==> config.mk <==
export PLATFORM = sky130hd
export DESIGN_NAME = jk_seq_driver_flat
export DESIGN_NICKNAME = d
export VERILOG_FILES = /design/src/rtl/jk_seq_driver_if.sv /design/src/rtl/jk_seq_driver.sv /design/src/flat_wrapper.sv
export SDC_FILE = /design/constraint.sdc
export NUM_CORES = 1
export LEC_CHECK = 0
export CORE_MARGIN = 4
export CORE_UTILIZATION = 40
export CTS_CLUSTER_SIZE = 28
export DETAILED_ROUTE_END_ITERATION = 7
export GPL_TIMING_DRIVEN = 0
export PLACE_DENSITY_LB_ADDON = 0.08
export SYNTH_ARGS = -nofsm -noshare
export SYNTH_HDL_FRONTEND = slang
export SYNTH_SLANG_ARGS = --single-unit
export TNS_END_PERCENT = 10
==> constraint.sdc <==
create_clock -name clk -period 2.7 [get_ports clk]
set_input_delay 0.81 -clock clk [delete_from_list [all_inputs] [get_ports clk]]
set_output_delay 0.81 -clock clk [all_outputs]
set_load 0.01 [all_outputs]
==> src/rtl/jk_seq_driver_if.sv <==
// Bundle between a JK sequence driver and whoever programs it / owns the JK bank.
// Latency: none, this is wiring only.
// Backpressure: none; the busy flag tells the programmer when writes and starts are ignored.
interface jk_seq_driver_if #(
    parameter int WIDTH = 4,
    parameter int AW    = 3
);
    logic             wr_en;
    logic [AW-1:0]    wr_addr;
    logic [WIDTH-1:0] wr_data;
    logic             start;
    logic [AW:0]      len;
    logic [WIDTH-1:0] q_fb;
    logic [WIDTH-1:0] j;
    logic [WIDTH-1:0] k;
    logic             busy;
    logic             done;
    logic             err;
    logic [AW-1:0]    err_step;

    // Programming / bank side: drives table writes, start and the bank feedback.
    modport master (
        output wr_en, wr_addr, wr_data, start, len, q_fb,
        input  j, k, busy, done, err, err_step
    );

    // Sequence driver side.
    modport slave (
        input  wr_en, wr_addr, wr_data, start, len, q_fb,
        output j, k, busy, done, err, err_step
    );
endinterface

==> src/rtl/jk_seq_driver.sv <==
// Walks a table of target states, drives J/K excitation to a JK bank and checks the fed-back q.
// Latency: 3 cycles per step (DRIVE, APPLY, CHECK); done pulses the cycle after the last CHECK.
// Backpressure: writes and starts are ignored while busy; a mismatch is flagged but never stalls.
module jk_seq_driver #(
    parameter int WIDTH       = 4,
    parameter int AW          = 3,
    parameter bit TOGGLE_MODE = 1'b0
) (
    input logic             clk,
    input logic             reset,
    jk_seq_driver_if.slave  bus
);
    localparam int DEPTH = 1 << AW;
    localparam logic [AW:0] DEPTH_V = {1'b1, {AW{1'b0}}};

    typedef enum logic [1:0] {IDLE, DRIVE, APPLY, CHECK} state_t;

    state_t           state_q, state_d;
    logic [AW-1:0]    idx_q, idx_d;
    logic [AW:0]      eff_len_q, eff_len_d;
    logic [WIDTH-1:0] j_q, j_d;
    logic [WIDTH-1:0] k_q, k_d;
    logic             done_q, done_d;
    logic             err_q, err_d;
    logic [AW-1:0]    err_step_q, err_step_d;

    logic [WIDTH-1:0] tbl_q [DEPTH];
    logic [WIDTH-1:0] tgt;
    logic [WIDTH-1:0] exc_j;
    logic [WIDTH-1:0] exc_k;

    // Target table: only writable while idle, deliberately left uncleared by reset.
    always_ff @(posedge clk) begin
        if (bus.wr_en && (state_q == IDLE)) begin
            tbl_q[bus.wr_addr] <= bus.wr_data;
        end
    end

    assign tgt = tbl_q[idx_q];

    // Excitation from current bank state to target: set/reset per bit, or toggle both on change.
    always_comb begin
        exc_j = '0;
        exc_k = '0;
        if (TOGGLE_MODE) begin
            exc_j = tgt ^ bus.q_fb;
            exc_k = tgt ^ bus.q_fb;
        end else begin
            exc_j = tgt & ~bus.q_fb;
            exc_k = ~tgt & bus.q_fb;
        end
    end

    // Next-state and output logic; j/k default to 0 so they are only nonzero while in APPLY.
    always_comb begin
        state_d    = state_q;
        idx_d      = idx_q;
        eff_len_d  = eff_len_q;
        j_d        = '0;
        k_d        = '0;
        done_d     = 1'b0;
        err_d      = err_q;
        err_step_d = err_step_q;
        case (state_q)
            IDLE: begin
                if (bus.start && (bus.len != '0)) begin
                    state_d    = DRIVE;
                    idx_d      = '0;
                    err_d      = 1'b0;
                    err_step_d = '0;
                    eff_len_d  = (bus.len > DEPTH_V) ? DEPTH_V : bus.len;
                end
            end
            DRIVE: begin
                j_d     = exc_j;
                k_d     = exc_k;
                state_d = APPLY;
            end
            APPLY: begin
                state_d = CHECK;
            end
            CHECK: begin
                // Only the first mismatching step is recorded.
                if ((bus.q_fb != tgt) && !err_q) begin
                    err_d      = 1'b1;
                    err_step_d = idx_q;
                end
                if ({1'b0, idx_q} == (eff_len_q - 1'b1)) begin
                    state_d = IDLE;
                    done_d  = 1'b1;
                end else begin
                    idx_d   = idx_q + 1'b1;
                    state_d = DRIVE;
                end
            end
            default: begin
                state_d = IDLE;
            end
        endcase
    end

    // State and output registers with synchronous reset.
    always_ff @(posedge clk) begin
        if (reset) begin
            state_q    <= IDLE;
            idx_q      <= '0;
            eff_len_q  <= '0;
            j_q        <= '0;
            k_q        <= '0;
            done_q     <= 1'b0;
            err_q      <= 1'b0;
            err_step_q <= '0;
        end else begin
            state_q    <= state_d;
            idx_q      <= idx_d;
            eff_len_q  <= eff_len_d;
            j_q        <= j_d;
            k_q        <= k_d;
            done_q     <= done_d;
            err_q      <= err_d;
            err_step_q <= err_step_d;
        end
    end

    assign bus.j        = j_q;
    assign bus.k        = k_q;
    assign bus.busy     = (state_q != IDLE);
    assign bus.done     = done_q;
    assign bus.err      = err_q;
    assign bus.err_step = err_step_q;
endmodule

==> src/flat_wrapper.sv <==
// flat-port wrapper written by rule: the top's interface ports become plain ports
module jk_seq_driver_flat 
#(
    parameter int WIDTH       = 4,
    parameter int AW          = 3,
    parameter bit TOGGLE_MODE = 1'b0
)
  (clk, reset, bus_wr_en, bus_wr_addr, bus_wr_data, bus_start, bus_len, bus_q_fb, bus_j, bus_k, bus_busy, bus_done, bus_err, bus_err_step);
  jk_seq_driver_if #(.WIDTH(WIDTH), .AW(AW)) bus_i ();
  input logic clk;
  input logic reset;
  input wire logic [$bits(bus_i.wr_en)-1:0] bus_wr_en;
  input wire logic [$bits(bus_i.wr_addr)-1:0] bus_wr_addr;
  input wire logic [$bits(bus_i.wr_data)-1:0] bus_wr_data;
  input wire logic [$bits(bus_i.start)-1:0] bus_start;
  input wire logic [$bits(bus_i.len)-1:0] bus_len;
  input wire logic [$bits(bus_i.q_fb)-1:0] bus_q_fb;
  output wire logic [$bits(bus_i.j)-1:0] bus_j;
  output wire logic [$bits(bus_i.k)-1:0] bus_k;
  output wire logic [$bits(bus_i.busy)-1:0] bus_busy;
  output wire logic [$bits(bus_i.done)-1:0] bus_done;
  output wire logic [$bits(bus_i.err)-1:0] bus_err;
  output wire logic [$bits(bus_i.err_step)-1:0] bus_err_step;
  assign bus_i.wr_en = bus_wr_en;
  assign bus_i.wr_addr = bus_wr_addr;
  assign bus_i.wr_data = bus_wr_data;
  assign bus_i.start = bus_start;
  assign bus_i.len = bus_len;
  assign bus_i.q_fb = bus_q_fb;
  assign bus_j = bus_i.j;
  assign bus_k = bus_i.k;
  assign bus_busy = bus_i.busy;
  assign bus_done = bus_i.done;
  assign bus_err = bus_i.err;
  assign bus_err_step = bus_i.err_step;
  jk_seq_driver #(.WIDTH(WIDTH), .AW(AW), .TOGGLE_MODE(TOGGLE_MODE)) u_core (.clk(clk), .reset(reset), .bus(bus_i));
endmodule
==> flow_summary_export.csv, run 1 <==
group,metric,value,unit
status,outcome,"finished clean",
clock_network,postCtsSetupBuffers,0,
timing,final-max-slew-violation-count,0,
power_and_ir_drop,intPower,1.513,mW
yosys,synth_cell_type_count,35,
clock_network,htreeDepth,3,
global_routing,first_global_vias,1647,
layout,drive_gt1_frac,0.1308,
layout,antenna_cells_inserted,0,
timing,worst_slew_margin_rel,0.5310,
yosys,combinational_family_with_the_most_area_after_synthesis,"simple AND/OR/NAND/NOR gates",
worst_setup_path,path_class,"reg2out",
floorplanning,core_area,0.005956,mm^2
power_and_ir_drop,combinationalPowerShare,0.230,
timing,timing_hold_violations_final,0,
global_routing,grt_overflow_total,0,
placement,postPlaceCellArea,0.002888,mm^2
timing,setup_tns,0,ps
floorplanning,die_w,86.80,um
yosys,postSynthCellCount,191,
timing,grt_setup_unrepaired,"no",
drt,vias_cell,5.000,
placement,post-dp-hpwl,3479,um
power_and_ir_drop,sw_frac_of_total,0.2891,
floorplanning,floorplan_row_count,28,
drt,drt_iter0_markers,112,
layout,multi_input_area,950.9,um^2
timing,clock-skew-final,5.467,ps
worst_setup_path,cp_data_required_time,1890,ps
yosys,synth_compound_gate_area_share,0.06801,
clock_network,cts_num_sinks,57,
yosys,synth-xor-area-share,0.01058,
clock_network,post_cts_hold_buffer_count,0,
power_and_ir_drop,leakagePower,1.110,nW
clock_network,clkTransAtPathRegs,60,ps
power_and_ir_drop,report.power.total,2.129,mW
drt,routedWlPerCell,14.89,um
yosys,async_reset_ff_frac,0,
worst_setup_path,critical_path.cell_chain,"inv_1, ha_1, buf_2, inv_1, clkdlybuf4s50_1",
global_routing,grt_usage,0.1396,
drt,routed-via-count,1560,
layout,number_of_fill_cells,542,
drt,detailedRoute.firstPassIterationCount,4,
timing,worst_slack,90.19,ps
floorplanning,die-area,0.007533,mm^2
worst_hold_path,holdPathStages,2,
drt,post-route-drc-count,0,
yosys,synth-main-ff-cell,"sky130_fd_sc_hd__edfxtp_1",
worst_setup_path,worstPathArrival,1800,ps
drt,post_detailed_routing_wire_length,4646,um
power_and_ir_drop,netSwitchingPower,0.6155,mW
clock_network,clock_path_buffers,2,
yosys,synth-seq-cells,57,
clock_network,tritoncts_clock_tree,"yes",
yosys,post_synthesis_cell_type_with_the_largest_combined_area,"sky130_fd_sc_hd__edfxtp_1",
timing,max_freq,383.2,MHz
power_and_ir_drop,worst_ir_drop_vdd,0.3564,mV
global_routing,grt_start_max_net_pins,11,
worst_setup_path,worst_r2r_path_depth,9,
layout,area_delta_synth_final,23.02,%
worst_setup_path,worstSetupEndpointType,"primary output",
clock_network,numCtsBuffers,9,
placement,gp_routability_congestion,0.7610,
yosys,syn-cell-area,0.002484,mm^2
yosys,portion_of_synthesized_cell_area_occupied_by_the_leading_cell_type,0.3869,
worst_setup_path,timing.critical_path.fanout_max,9,
timing,worst-slew-pin-transition,698.1,ps
clock_network,clk-insertion-delay-late,320,ps
worst_setup_path,cp-start-kind,"flip-flop",
placement,worst_slack_at_placement,40.00,ps
yosys,mappedNetlistNets,224,
worst_hold_path,timing.hold.worst.class,"reg2reg",
yosys,yosysWarnings,0,
layout,layout.cell_area.non_filler,0.003055,mm^2
clock_network,cts_resizes,0,
floorplanning,io_pins,33,
clock_network,ctsRootBufferMaster,"sky130_fd_sc_hd__clkbuf_8",
floorplanning,dieHeight,86.80,um
job,max_cap_violations,0,
drt,ant_nets,0,
worst_setup_path,timing.critical_path.slowest_stage_cell,"sky130_fd_sc_hd__clkdlybuf4s50_1",
yosys,fraction_of_synthesized_area_in_multiplexers,0.1139,
yosys,synth_area_in_adders,0.07053,
floorplanning,floorplan.initialDensity,0.4170,
worst_setup_path,timing.critical_path.slowest_cell_delay,530,ps
layout,seq_area,0.001463,mm^2
worst_setup_path,cpLargestDelayFamily,"buffers and inverters",
worst_setup_path,worst-path-buf-inv,4,
timing,fraction_of_the_cycle_the_final_worst_path_needs,0.9666,
global_routing,antenna_violations_before_repair,0,
power_and_ir_drop,pwr-share-seq,0.476,
global_routing,wire_length_of_the_first_global_routing_pass,7886,um
power_and_ir_drop,power_density_cells,696.7,mW/mm^2
yosys,synthSimpleGateAreaFrac,0.1139,
placement,portBuffers,31,
layout,final_net_count,265,
timing,min_period,2610,ps
yosys,edff_count_synth,32,
worst_setup_path,critical_path.most_common_cell,"sky130_fd_sc_hd__inv_1",
yosys,leading_post_synthesis_cells_by_cell_area,"sky130_fd_sc_hd__edfxtp_1, sky130_fd_sc_hd__dfxtp_1, sky130_fd_sc_hd__mux4_2, sky130_fd_sc_hd__ha_1, sky130_fd_sc_hd__mux2i_1",
worst_setup_path,timing.critical_path.depth,5,
power_and_ir_drop,clockPowerShare,0.294,
yosys,synthesis.area_per_instance,13.00,um^2
yosys,share_of_synthesized_area_occupied_by_flip_flops_and_latches,0.5884,
timing,report.final.setup_viol,0,
==> cell usage in the layout, fill, tap and decap left out, types with 2 or more instances in the layout <==
cell type / n
sky130_fd_sc_hd__edfxtp_1: 32
sky130_fd_sc_hd__nand2b_1: 2
sky130_fd_sc_hd__clkinv_2: 2
sky130_fd_sc_hd__mux2i_1: 6
sky130_fd_sc_hd__nor3_1: 4
sky130_fd_sc_hd__clkbuf_1: 4
sky130_fd_sc_hd__mux4_2: 8
sky130_fd_sc_hd__nor3b_1: 4
sky130_fd_sc_hd__mux2i_2: 2
sky130_fd_sc_hd__nor2_1: 17
sky130_fd_sc_hd__clkbuf_8: 9
sky130_fd_sc_hd__clkdlybuf4s50_1: 31
sky130_fd_sc_hd__o21a_1: 2
sky130_fd_sc_hd__a21oi_1: 11
sky130_fd_sc_hd__clkinv_1: 4
sky130_fd_sc_hd__inv_1: 15
sky130_fd_sc_hd__buf_2: 2
sky130_fd_sc_hd__nand2_1: 4
sky130_fd_sc_hd__o21ai_0: 5
sky130_fd_sc_hd__xnor2_1: 3
sky130_fd_sc_hd__nand3_1: 3
sky130_fd_sc_hd__dfxtp_1: 24
sky130_fd_sc_hd__a31oi_1: 2
sky130_fd_sc_hd__and2_1: 10
sky130_fd_sc_hd__ha_1: 14
==> worst paths after layout <==
kind	to	from	slack [ps]
setup / recovery	bus_busy	u_core.state_q[1]	90
hold / removal	u_core.eff_len_q[3]	u_core.eff_len_q[3]	490
setup reg to reg	u_core.bus.err_step[1]	flip-flop	240
hold reg to reg	u_core.eff_len_q[3]	u_core.eff_len_q[3]	490
==> flip-flops by register name, indices dropped and copies added (netlist names), named ones only <==
signal	flops
u_core.bus.k	4
u_core.bus.err	1
u_core.state_q	2
u_core.tbl_q	32
u_core.idx_q	3
u_core.bus.done	1
u_core.bus.j	4
u_core.bus.err_step	3
u_core.eff_len_q	4
==> power groups by stage <==
stage	clock, mW	sequential, mW	combinational (mW)
6_report	0.626	1.01	0.490
2_1_floorplan	0	1.02	0.321
3_5_place_dp	0	1.03	0.483
4_1_cts	0.645	1.01	0.487
5_1_grt	0.694	1.02	0.544
3_3_place_gp	0	1.02	0.462
==> layer usage <==
layer  up-vias  global-route usage  share of wire
met2        41              0.2229           0.48
met1       739              0.1766           0.46
met5         -                   0              0
met3         7             0.03707          0.051
li1        773                   -              -
met4         0             0.06374          0.013
==> cells by family (layout without fill, tap and decap cells) <==
group                    after synthesis  after routing
AO/OA/AOI/OAI                         26             26
XOR/XNOR                               3              3
adder cells (fa/ha/maj)               14             14
buffers and inverters                 22             68
flip-flops                            57             57
multiplexers                          17             17
AND/OR/NAND/NOR                       52             52
==> layout make-up <==
type / instances / share of cell area
clock inverters: 6 / 0.008190
repair buffers: 31 / 0.1016
flip-flops and latches: 57 / 0.4787
clock buffers: 10 / 0.04177
plain buffers: 6 / 0.009419
multi-input cells: 112 / 0.3112
inverters: 15 / 0.01843
well taps: 75 / 0.03071
==> worst min-delay path, delay by kind of cell (launching register included) <==
family | cells | cell delay, ps
AO/OA/AOI/OAI | 1 | 50
flip-flops | 1 | 330
AND/OR/NAND/NOR | 1 | 60
==> metrics by stage <==
step | hold WS, ps | utilization | instances
2_1_floorplan | 459.0 | - | 191
3_3_place_gp | 477.3 | 0.4849 | 297
3_5_place_dp | 490.9 | 0.4849 | 297
4_1_cts | 501.0 | 0.5105 | 313
5_1_grt | 524.1 | 0.5130 | 312
6_report | 493.1 | 0.5130 | 312
==> synthesized netlist by cell type (2+ instances only) <==
cell type / instances
sky130_fd_sc_hd__a21oi_1: 11
sky130_fd_sc_hd__a31oi_1: 2
sky130_fd_sc_hd__and2_1: 10
sky130_fd_sc_hd__buf_2: 3
sky130_fd_sc_hd__clkbuf_1: 4
sky130_fd_sc_hd__dfxtp_1: 25
sky130_fd_sc_hd__edfxtp_1: 32
sky130_fd_sc_hd__ha_1: 14
sky130_fd_sc_hd__inv_1: 15
sky130_fd_sc_hd__mux2i_1: 8
sky130_fd_sc_hd__mux4_2: 8
sky130_fd_sc_hd__nand2_1: 4
sky130_fd_sc_hd__nand2b_1: 2
sky130_fd_sc_hd__nand3_1: 3
sky130_fd_sc_hd__nor2_1: 17
sky130_fd_sc_hd__nor3_1: 4
sky130_fd_sc_hd__nor3b_1: 4
sky130_fd_sc_hd__o21a_1: 2
sky130_fd_sc_hd__o21ai_0: 5
sky130_fd_sc_hd__xnor2_1: 3
(Power assumes the default switching activity.)
==> run 2: changes to the inputs <==
--- a/config.mk
+++ b/config.mk
@@ -14,4 +14,4 @@
 export SYNTH_ARGS = -nofsm -noshare
 export SYNTH_HDL_FRONTEND = slang
 export SYNTH_SLANG_ARGS = --single-unit
-export TNS_END_PERCENT = 10
+export TNS_END_PERCENT = 20
==> results of run 2 <==
The final DEF is identical to that of run 1; final timing and power are the same.
==> run 3: changes to the inputs <==
--- a/config.mk
+++ b/config.mk
@@ -9,7 +9,6 @@
 export CORE_UTILIZATION = 40
 export CTS_CLUSTER_SIZE = 28
 export DETAILED_ROUTE_END_ITERATION = 7
-export GPL_TIMING_DRIVEN = 0
 export PLACE_DENSITY_LB_ADDON = 0.08
 export SYNTH_ARGS = -nofsm -noshare
 export SYNTH_HDL_FRONTEND = slang
==> run 3 against run 2 <==
Compared with the run above: register-to-register slack barely moved; via count grew 1.5%; cell area increased by 2.1%; critical path depth increased by 4; die area unchanged; sequential cell count did not move.
==> flow_summary_export.csv, run 3 (synthesized netlist as in run 1, its figures left out) <==
group,metric,value,unit
job,max_cap_violations,0,
placement,postPlaceCellArea,0.002940,mm^2
power_and_ir_drop,intPower,1.627,mW
clock_network,clk-insertion-delay-late,320,ps
clock_network,cts_num_sinks,57,
timing,setup_tns,0,ps
power_and_ir_drop,netSwitchingPower,0.6113,mW
clock_network,ctsRootBufferMaster,"sky130_fd_sc_hd__clkbuf_8",
drt,routedWlPerCell,15.18,um
clock_network,cts_resizes,0,
timing,max_freq,404.8,MHz
layout,antenna_cells_inserted,0,
power_and_ir_drop,sw_frac_of_total,0.2731,
floorplanning,dieHeight,86.80,um
layout,layout.cell_area.non_filler,0.003119,mm^2
drt,detailedRoute.firstPassIterationCount,4,
power_and_ir_drop,report.power.total,2.239,mW
timing,grt_setup_unrepaired,"no",
timing,min_period,2471,ps
global_routing,first_global_vias,1650,
drt,drt_iter0_markers,65,
worst_setup_path,critical_path.cell_chain,"buf_12, mux4_2, mux2i_1, inv_1, ha_1, a41oi_1, o21bai_4, mux2i_1, nor2_1",
timing,worst_slack,229.3,ps
drt,routed-via-count,1584,
global_routing,antenna_violations_before_repair,0,
global_routing,grt_usage,0.1421,
worst_setup_path,timing.critical_path.slowest_stage_cell,"sky130_fd_sc_hd__mux4_2",
placement,portBuffers,32,
placement,worst_slack_at_placement,151.8,ps
timing,report.final.setup_viol,0,
layout,fin_util,0.5237,
clock_network,htreeDepth,3,
clock_network,tritoncts_clock_tree,"yes",
worst_setup_path,path_class,"reg2reg",
clock_network,clkTransAtPathRegs,60,ps
worst_setup_path,cp_data_required_time,2900,ps
layout,largest_reg_flops,32,
floorplanning,die-area,0.007533,mm^2
timing,worst-slew-pin-transition,484.8,ps
drt,post_detailed_routing_wire_length,4781,um
layout,final_net_count,268,
floorplanning,die_w,86.80,um
layout,top_register,"u_core.tbl_q",
power_and_ir_drop,power_density_cells,717.7,mW/mm^2
worst_setup_path,worstPathArrival,2670,ps
clock_network,post_cts_hold_buffer_count,0,
power_and_ir_drop,pwr-share-seq,0.451,
floorplanning,io_pins,33,
worst_setup_path,timing.critical_path.fanout_max,8,
global_routing,grt_overflow_total,0,
global_routing,wire_length_of_the_first_global_routing_pass,8004,um
worst_setup_path,worstSetupEndpointType,"flip-flop",
power_and_ir_drop,worst_ir_drop_vdd,0.5696,mV
timing,clock-skew-final,8.829,ps
power_and_ir_drop,clockPowerShare,0.326,
worst_setup_path,critical_path.most_common_cell,"sky130_fd_sc_hd__mux2i_1",
floorplanning,floorplan.initialDensity,0.4170,
power_and_ir_drop,combinationalPowerShare,0.223,
worst_setup_path,timing.critical_path.slowest_cell_delay,490,ps
status,outcome,"finished clean",
clock_network,clock_path_buffers,2,
layout,area_delta_synth_final,25.59,%
clock_network,postCtsSetupBuffers,0,
placement,post-dp-hpwl,3612,um
timing,fraction_of_the_cycle_the_final_worst_path_needs,0.9151,
layout,number_of_fill_cells,524,
placement,gp_routability_congestion,0.8110,
floorplanning,core_area,0.005956,mm^2
layout,most_used_cells_in_the_layout_excluding_fill_and_tap_cells,"sky130_fd_sc_hd__clkdlybuf4s50_1, sky130_fd_sc_hd__edfxtp_1, sky130_fd_sc_hd__dfxtp_1",
layout,drive_gt1_frac,0.1375,
timing,final-max-slew-violation-count,0,
timing,worst_slew_margin_rel,0.6756,
worst_hold_path,timing.hold.worst.class,"reg2reg",
timing,timing_hold_violations_final,0,
clock_network,numCtsBuffers,9,
drt,post-route-drc-count,0,
floorplanning,floorplan_row_count,28,
drt,ant_nets,0,
global_routing,grt_start_max_net_pins,11,
worst_setup_path,cp-start-kind,"flip-flop",
drt,vias_cell,5.029,
power_and_ir_drop,leakagePower,1.147,nW
## run 3: changes by cell type in the layout (fill, tap and decap cells not counted), sizes merged
cell,delta
bufinv,+1
clkdlybuf4s50,+1
buf,+6
clkbuf,-3
clkinv,-2
## run 3: through the flow
stage / hold WS [ps] / cells
finish: 497.0 / 315
global route: 525.0 / 315
CTS: 494.8 / 315
detailed placement: 486.2 / 299
global placement: 479.3 / 299
floorplan: 459.0 / 191
## run 3: path summary, 6_finish.rpt
check	cells past startpoint	to	start	slack [ps]
min	2	u_core.eff_len_q[3]	u_core.eff_len_q[3]	500
max reg2reg	9	u_core.bus.err_step[1]	flip-flop	230
max	9	u_core.bus.err_step[1]	flip-flop	230
min reg2reg	2	u_core.eff_len_q[3]	u_core.eff_len_q[3]	500
## run 3: cell type report
| cell class | instances | area (um^2) | share of cell area |
|---|---|---|---|
| Multi-Input combinational cell | 112 | 935.9 | 0.3000 |
| Timing Repair Buffer | 40 | 392.9 | 0.1260 |
| Sequential cell | 57 | 1461 | 0.4685 |
| Clock inverter | 5 | 47.55 | 0.01524 |
| Tap cell | 75 | 93.84 | 0.03008 |
| Clock buffer | 11 | 131.4 | 0.04212 |
| Inverter | 15 | 56.30 | 0.01805 |
## run 3: critical path, delay by kind of cell (launching register included)
family / cells / cell delay, ps
compound gates: 2 / 410
fa+ha+maj: 1 / 290
buf+inv: 2 / 230
flops: 1 / 350
mux: 3 / 1000
simple gates: 1 / 60
## run 3: metal layers
layer | part of all wire | GRT usage | up-vias | routed length (um)
met5 | 0 | 0 | - | 0
met4 | 0.011 | 0.05949 | 0 | 53
met3 | 0.056 | 0.03707 | 5 | 269
met2 | 0.48 | 0.2333 | 43 | 2298
met1 | 0.45 | 0.1767 | 758 | 2159
li1 | - | - | 778 | -
## run 3: power groups by stage
stage / Sequential [mW] / Clock (mW) / Combinational, mW
finish: 1.01 / 0.729 / 0.500
global placement: 1.02 / 0 / 0.485
floorplan: 1.02 / 0 / 0.321
detailed placement: 1.03 / 0 / 0.499
global route: 1.02 / 0.794 / 0.553
CTS: 1.01 / 0.746 / 0.503
